`src/rtl/rc4_stream_ctrl_if.sv`:
```
// Host-side config, byte-stream and RC4 core signals for rc4_stream_ctrl.
// The slave modport is the controller's view; the master modport drives it.
interface rc4_stream_ctrl_if;
    logic        cfg_valid;
    logic        cfg_ready;
    logic [31:0] cfg_key;
    logic [7:0]  cfg_key_len;
    logic [15:0] cfg_msg_len;

    logic        core_rst_n;
    logic        core_start;
    logic [31:0] core_key;
    logic [7:0]  core_key_len;
    logic        core_ks_valid;
    logic [7:0]  core_ks_byte;
    logic        core_done;

    logic        in_valid;
    logic        in_ready;
    logic [7:0]  in_data;

    logic        out_valid;
    logic        out_ready;
    logic [7:0]  out_data;
    logic        out_last;

    logic        busy;
    logic [1:0]  err;

    modport slave (
        input  cfg_valid, cfg_key, cfg_key_len, cfg_msg_len,
        input  core_ks_valid, core_ks_byte, core_done,
        input  in_valid, in_data, out_ready,
        output cfg_ready, core_rst_n, core_start, core_key, core_key_len,
        output in_ready, out_valid, out_data, out_last, busy, err
    );

    modport master (
        output cfg_valid, cfg_key, cfg_key_len, cfg_msg_len,
        output core_ks_valid, core_ks_byte, core_done,
        output in_valid, in_data, out_ready,
        input  cfg_ready, core_rst_n, core_start, core_key, core_key_len,
        input  in_ready, out_valid, out_data, out_last, busy, err
    );
endinterface

```
`src/rtl/rc4_stream_ctrl.sv`:
```
// Sequences an RC4 keystream core, buffers its unstallable keystream in a small
// FIFO and XORs it one-for-one onto a valid/ready byte stream.
module rc4_stream_ctrl #(
    parameter int FIFO_DEPTH = 4
) (
    input logic              clk,
    input logic              rst_n,
    rc4_stream_ctrl_if.slave bus
);

    localparam int AW = (FIFO_DEPTH > 1) ? $clog2(FIFO_DEPTH) : 1;
    localparam logic [AW:0] DEPTH_C = (AW + 1)'(FIFO_DEPTH);

    typedef enum logic [2:0] {
        IDLE,
        CRST,
        START,
        STREAM,
        FLUSH
    } state_t;

    state_t state, next_state;

    logic [31:0]   key_q;
    logic [7:0]    key_len_q;
    logic [15:0]   remaining;
    logic [7:0]    mem [FIFO_DEPTH];
    logic [AW-1:0] wr_ptr, rd_ptr;
    logic [AW:0]   count;
    logic [7:0]    out_data_q;
    logic          out_valid_q, out_last_q;
    logic [1:0]    err_q;

    logic cfg_accept, cfg_legal, out_free, in_ready_c, pop, room, push, drop, underrun;
    logic cfg_ready_c, core_rst_n_c, core_start_c, busy_c;

    always_comb begin
        cfg_accept = (state == IDLE) && bus.cfg_valid;
        cfg_legal  = (bus.cfg_key_len >= 8'd1) && (bus.cfg_key_len <= 8'd4) && (bus.cfg_msg_len != 16'd0);
        out_free   = !out_valid_q || bus.out_ready;
        in_ready_c = (state == STREAM) && (count != '0) && out_free;
        pop        = in_ready_c && bus.in_valid;
        // A pop in the same cycle frees the slot, so a full FIFO still accepts
        room       = (count < DEPTH_C) || pop;
        push       = (state == STREAM) && bus.core_ks_valid && room;
        drop       = (state == STREAM) && bus.core_ks_valid && !room;
        underrun   = (state == STREAM) && bus.core_done && (count == '0) &&
                     (remaining != 16'd0) && !bus.core_ks_valid;
    end

    always_ff @(posedge clk) begin
        if (!rst_n) begin
            state <= IDLE;
        end else begin
            state <= next_state;
        end
    end

    always_comb begin
        next_state   = state;
        cfg_ready_c  = 1'b0;
        core_rst_n_c = rst_n;
        core_start_c = 1'b0;
        busy_c       = 1'b1;
        case (state)
            IDLE: begin
                busy_c      = 1'b0;
                cfg_ready_c = rst_n;
                if (bus.cfg_valid && cfg_legal) begin
                    next_state = CRST;
                end
            end
            CRST: begin
                core_rst_n_c = 1'b0;
                next_state   = START;
            end
            START: begin
                core_start_c = 1'b1;
                next_state   = STREAM;
            end
            STREAM: begin
                core_start_c = 1'b1;
                if ((pop && (remaining == 16'd1)) || underrun) begin
                    next_state = FLUSH;
                end
            end
            FLUSH: begin
                core_start_c = 1'b1;
                if (out_free) begin
                    next_state = IDLE;
                end
            end
            default: next_state = IDLE;
        endcase
    end

    always_ff @(posedge clk) begin
        if (rst_n && push) begin
            mem[wr_ptr] <= bus.core_ks_byte;
        end
    end

    always_ff @(posedge clk) begin
        if (!rst_n) begin
            key_q       <= '0;
            key_len_q   <= '0;
            remaining   <= '0;
            wr_ptr      <= '0;
            rd_ptr      <= '0;
            count       <= '0;
            err_q       <= '0;
            out_data_q  <= '0;
            out_valid_q <= 1'b0;
            out_last_q  <= 1'b0;
        end else begin
            if (cfg_accept) begin
                key_q     <= bus.cfg_key;
                key_len_q <= bus.cfg_key_len;
                remaining <= bus.cfg_msg_len;
                err_q     <= '0;
                wr_ptr    <= '0;
                rd_ptr    <= '0;
                count     <= '0;
            end else begin
                if (push) begin
                    wr_ptr <= wr_ptr + AW'(1);
                end
                if (pop) begin
                    rd_ptr    <= rd_ptr + AW'(1);
                    remaining <= remaining - 16'd1;
                end
                case ({push, pop})
                    2'b10:   count <= count + (AW + 1)'(1);
                    2'b01:   count <= count - (AW + 1)'(1);
                    default: count <= count;
                endcase
                if (drop) begin
                    err_q[0] <= 1'b1;
                end
                if (underrun) begin
                    err_q[1] <= 1'b1;
                end
            end

            // Output register only changes on a new transfer or a consumer handshake
            if (pop) begin
                out_data_q  <= bus.in_data ^ mem[rd_ptr];
                out_valid_q <= 1'b1;
                out_last_q  <= (remaining == 16'd1);
            end else if (out_valid_q && bus.out_ready) begin
                out_valid_q <= 1'b0;
                out_last_q  <= 1'b0;
            end
        end
    end

    assign bus.cfg_ready    = cfg_ready_c;
    assign bus.core_rst_n   = core_rst_n_c;
    assign bus.core_start   = core_start_c;
    assign bus.core_key     = key_q;
    assign bus.core_key_len = key_len_q;
    assign bus.in_ready     = in_ready_c;
    assign bus.out_valid    = out_valid_q;
    assign bus.out_data     = out_data_q;
    assign bus.out_last     = out_last_q;
    assign bus.busy         = busy_c;
    assign bus.err          = err_q;

endmodule

```
`src/flat_wrapper.sv`:
```
// flat-port wrapper written by rule: the top's interface ports become plain ports
module rc4_stream_ctrl_flat 
#(
    parameter int FIFO_DEPTH = 4
)
  (clk, rst_n, bus_cfg_valid, bus_cfg_key, bus_cfg_key_len, bus_cfg_msg_len, bus_core_ks_valid, bus_core_ks_byte, bus_core_done, bus_in_valid, bus_in_data, bus_out_ready, bus_cfg_ready, bus_core_rst_n, bus_core_start, bus_core_key, bus_core_key_len, bus_in_ready, bus_out_valid, bus_out_data, bus_out_last, bus_busy, bus_err);
  rc4_stream_ctrl_if bus_i ();
  input logic clk;
  input logic rst_n;
  input wire logic [$bits(bus_i.cfg_valid)-1:0] bus_cfg_valid;
  input wire logic [$bits(bus_i.cfg_key)-1:0] bus_cfg_key;
  input wire logic [$bits(bus_i.cfg_key_len)-1:0] bus_cfg_key_len;
  input wire logic [$bits(bus_i.cfg_msg_len)-1:0] bus_cfg_msg_len;
  input wire logic [$bits(bus_i.core_ks_valid)-1:0] bus_core_ks_valid;
  input wire logic [$bits(bus_i.core_ks_byte)-1:0] bus_core_ks_byte;
  input wire logic [$bits(bus_i.core_done)-1:0] bus_core_done;
  input wire logic [$bits(bus_i.in_valid)-1:0] bus_in_valid;
  input wire logic [$bits(bus_i.in_data)-1:0] bus_in_data;
  input wire logic [$bits(bus_i.out_ready)-1:0] bus_out_ready;
  output wire logic [$bits(bus_i.cfg_ready)-1:0] bus_cfg_ready;
  output wire logic [$bits(bus_i.core_rst_n)-1:0] bus_core_rst_n;
  output wire logic [$bits(bus_i.core_start)-1:0] bus_core_start;
  output wire logic [$bits(bus_i.core_key)-1:0] bus_core_key;
  output wire logic [$bits(bus_i.core_key_len)-1:0] bus_core_key_len;
  output wire logic [$bits(bus_i.in_ready)-1:0] bus_in_ready;
  output wire logic [$bits(bus_i.out_valid)-1:0] bus_out_valid;
  output wire logic [$bits(bus_i.out_data)-1:0] bus_out_data;
  output wire logic [$bits(bus_i.out_last)-1:0] bus_out_last;
  output wire logic [$bits(bus_i.busy)-1:0] bus_busy;
  output wire logic [$bits(bus_i.err)-1:0] bus_err;
  assign bus_i.cfg_valid = bus_cfg_valid;
  assign bus_i.cfg_key = bus_cfg_key;
  assign bus_i.cfg_key_len = bus_cfg_key_len;
  assign bus_i.cfg_msg_len = bus_cfg_msg_len;
  assign bus_i.core_ks_valid = bus_core_ks_valid;
  assign bus_i.core_ks_byte = bus_core_ks_byte;
  assign bus_i.core_done = bus_core_done;
  assign bus_i.in_valid = bus_in_valid;
  assign bus_i.in_data = bus_in_data;
  assign bus_i.out_ready = bus_out_ready;
  assign bus_cfg_ready = bus_i.cfg_ready;
  assign bus_core_rst_n = bus_i.core_rst_n;
  assign bus_core_start = bus_i.core_start;
  assign bus_core_key = bus_i.core_key;
  assign bus_core_key_len = bus_i.core_key_len;
  assign bus_in_ready = bus_i.in_ready;
  assign bus_out_valid = bus_i.out_valid;
  assign bus_out_data = bus_i.out_data;
  assign bus_out_last = bus_i.out_last;
  assign bus_busy = bus_i.busy;
  assign bus_err = bus_i.err;
  rc4_stream_ctrl #(.FIFO_DEPTH(FIFO_DEPTH)) u_core (.clk(clk), .rst_n(rst_n), .bus(bus_i));
endmodule
```
`config.mk`:
```
export PLATFORM = sky130hd
export DESIGN_NAME = rc4_stream_ctrl_flat
export DESIGN_NICKNAME = d
export VERILOG_FILES = /design/src/rtl/rc4_stream_ctrl_if.sv /design/src/rtl/rc4_stream_ctrl.sv /design/src/flat_wrapper.sv
export SDC_FILE = /design/constraint.sdc
export NUM_CORES = 1
export LEC_CHECK = 0
export CELL_PAD_IN_SITES_DETAIL_PLACEMENT = 1
export CELL_PAD_IN_SITES_GLOBAL_PLACEMENT = 2
export CORE_ASPECT_RATIO = 0.8
export CORE_MARGIN = 2
export CORE_UTILIZATION = 29
export DETAILED_ROUTE_END_ITERATION = 10
export PLACE_DENSITY_LB_ADDON = 0.05
export SLEW_MARGIN = 10
export SYNTH_ARGS = -nofsm -noshare
export SYNTH_HDL_FRONTEND = slang
export SYNTH_SLANG_ARGS = --single-unit
```
`constraint.sdc`:
```
create_clock -name clk -period 2.6 [get_ports clk]
set_input_delay 0.26 -clock clk [delete_from_list [all_inputs] [get_ports clk]]
set_output_delay 0.26 -clock clk [all_outputs]
set_load 0.01 [all_outputs]
```
==> impl_metrics.yaml <==
status:
  status: "finished clean"
finish:
  fill_cells: 1818
  fin_cells: 818
  post-route-util: 0.415
  drive_gt1_frac: 0.0796
  nNetsFinal: 686
  ff_latch_area_um2: 2560
  multiInputGateArea_um2: 1950
  layout_commonest_cell: "clkdlybuf4s50_1"
  layout_common_cells: "clkdlybuf4s50_1, nand2_1, dfxtp_1"
  antenna_cells: 0
  final_area_um2: 6560
  layout-area-overhead-vs-synth_pct: 40.0
sta:
  fin_skew_ns: 0.00997
  final-hold-violation-count: 0
  setup_viol: 0
  rsz0062_at_grt: "no"
  fin_crit_sh: 0.860
  min_period_ns: 2.24
  fin_tns_setup_ns: 0
  worstMarginPinSlew_ns: 0.798
  fmax_mhz: 447
  slew_violations: 0
  slew-limit-headroom: 0.468
floorplan:
  die_area_um2: 17200
  row_count: 41
  num_io_pins: 136
  die_y_um: 118
  start_util: 0.296
  core_area_um2: 15800
  die_w_um: 146
drt:
  vias: 3897
  vias_per_cell: 4.76
  avgRoutedWirePerCell_um: 17.5
  drc_errors: 0
  drt_iter0_drc: 192
  drt_wl_total_um: 14300
  ant_nets: 0
  drtPass1Iterations: 4
logic_synthesis:
  synth.top_cell.area_share: 0.342
  synth-warning-count: 0
  yosysTopAreaCell: "dfxtp_1"
  synth_seq_cells: 112
  synth-seq-area-share: 0.547
  synth_edf_count: 32
  synth_area_leaders: "dfxtp_1, edfxtp_1, nand2_1"
  syn-instance-count: 467
  synth.distinct_cells: 56
  synthArstFlopShare: 0
  synthFlopType: "dfxtp_1"
  syn_area_um2: 4680
  syn_avg_cell_area_um2: 10.0
  syn_nets: 555
clocking:
  clock_latency_ns: 0.37
  postCtsHoldBufs: 0
  post_cts_resized: 0
  path_clk_slew_ns: 0.08
  cts_buffers: 9
  cts-root-buf: "clkbuf_16"
  clkSinkCount: 112
  clockBufferDepth: 2
  cts_tree: "built"
  htreeDepth: 3
  cts_setup_buffers: 0
placed_design:
  dp_cells: 802
  place.gp.congestion: 0.737
  placed_area_um2: 6270
  port_buffers: 135
  hpwl_um: 10400
power_and_ir_drop:
  cellPowerDensity_nw_per_um2: 789
  ir_drop_mv: 0.395
  p_leak_nw: 2.27
  power_mw: 5.17
grt:
  grt_pass1_vias: 4029
  grt.busiest_layer: "met2"
  use_met1: 0.230
  grt_pass1_wl_um: 22900
  met2_usage: 0.273
  antenna_found_initial: 0
  grt_max_degree: 67
  grt_util_met3: 0.0422
  grt_usage: 0.171
  grt-ovfl-total: 0
worst_setup_path:
  endpoint_kind: "register"
  crit_fanout: 10
  cpPeakStageDelay_ns: 0.56
  arrival_ns: 2.48
  cpMaxStageDelayCell: "dfxtp_1"
  crit_path_start_kind: "register"
  cp_cell_sequence: "and3b_1 -> nand2_1 -> a21oi_1 -> inv_1 -> ha_1 -> inv_1 -> fa_1 -> xor2_1 -> nor2_1 -> xnor2_1 -> nor2_1"
  crit_required_ns: 2.85
  critPathKind: "reg -> reg"
run:
  maxCapViolCount: 0
worst_hold_path:
  min_path_type: "in -> reg"
-- routing by layer --
metal  up-vias  wire length, um
met5         -                0
met4         0              240
met3        15              631
met2        85             6570
met1      1881             6880
li1       1916                -
-- sequential cells by signal (all words and copies together), names as in the netlist, named ones only --
| signal | cells |
|---|---|
| u_core.bus.core_key | 32 |
| u_core.bus.core_key_len | 8 |
| u_core.bus.err | 2 |
| u_core.bus.out_data | 8 |
| u_core.bus.out_last | 1 |
| u_core.bus.out_valid | 1 |
| u_core.count | 3 |
| u_core.mem | 32 |
| u_core.rd_ptr | 2 |
| u_core.remaining | 16 |
| u_core.state | 3 |
| u_core.wr_ptr | 2 |
-- report_power, final --
part / internal (mW) / switching, mW / total, mW
logic: 0.737 / 0.888 / 1.63
clock network: 0.670 / 0.701 / 1.37
registers: 2.00 / 0.182 / 2.18
-- through the flow --
stage / setup slack, ns / hold WS [ns]
after CTS: 0.342 / 0.428
after floorplan: 0.272 / 0.359
after global placement: 0.259 / 0.441
after global routing: 0.205 / 0.449
final: 0.365 / 0.442
after detailed placement: 0.192 / 0.447
-- cell type report --
cell class,instances,share of cell area
flip-flops and latches,112,0.391
multi-input cells,315,0.297
repair buffers,147,0.220
well taps,215,0.0410
clock buffers,9,0.0343
clock inverters,7,0.00973
inverters,13,0.00744
-- final timing paths --
path	from	slack, ns	cells past startpoint	end
worst max register to register	u_core.state[2]	0.36	11	u_core.count[2]
worst min register to register	u_core.bus.core_key[11]	0.45	2	u_core.bus.core_key[11]
worst max-delay path	u_core.state[2]	0.36	11	u_core.count[2]
worst min-delay path	bus_cfg_key[7]	0.44	3	u_core.bus.core_key[7]
-- worst max-delay path: cells and delay by family (launching register included) --
family	cells	cell delay (ns)
DFF	1	0.56
AOI/OAI and AO/OA	1	0.05
buffers and inverters	2	0.14
xor gates and xnor gates	2	0.28
adders and majority gates	2	0.57
and+or+nand+nor	4	0.52
-- cell families (layout without fill, tap and decap cells) --
| group | Yosys count | count (layout) | synth area share |
|---|---|---|---|
| xor+xnor | 16 | 16 | 0.0299 |
| fa+ha+maj | 9 | 9 | 0.0256 |
| flops | 112 | 112 | 0.547 |
| buf+inv | 40 | 176 | 0.0379 |
| simple gates | 178 | 178 | 0.181 |
| compound gates | 101 | 101 | 0.133 |
| mux | 11 | 11 | 0.0454 |
-- cell usage after synthesis, types with 3 or more instances --
cell	count
nand3_1	7
nand2_1	95
dfxtp_1	80
a21oi_1	63
buf_2	10
ha_1	8
xor2_1	3
and3_1	5
a211oi_1	9
nor4_1	9
nand4_1	3
edfxtp_1	32
or3_1	3
nor2_1	32
o21ai_1	3
nor3_1	9
mux4_2	8
o211ai_1	5
clkbuf_1	14
inv_1	12
xnor2_1	13
Power figures use the tool's default switching activity.
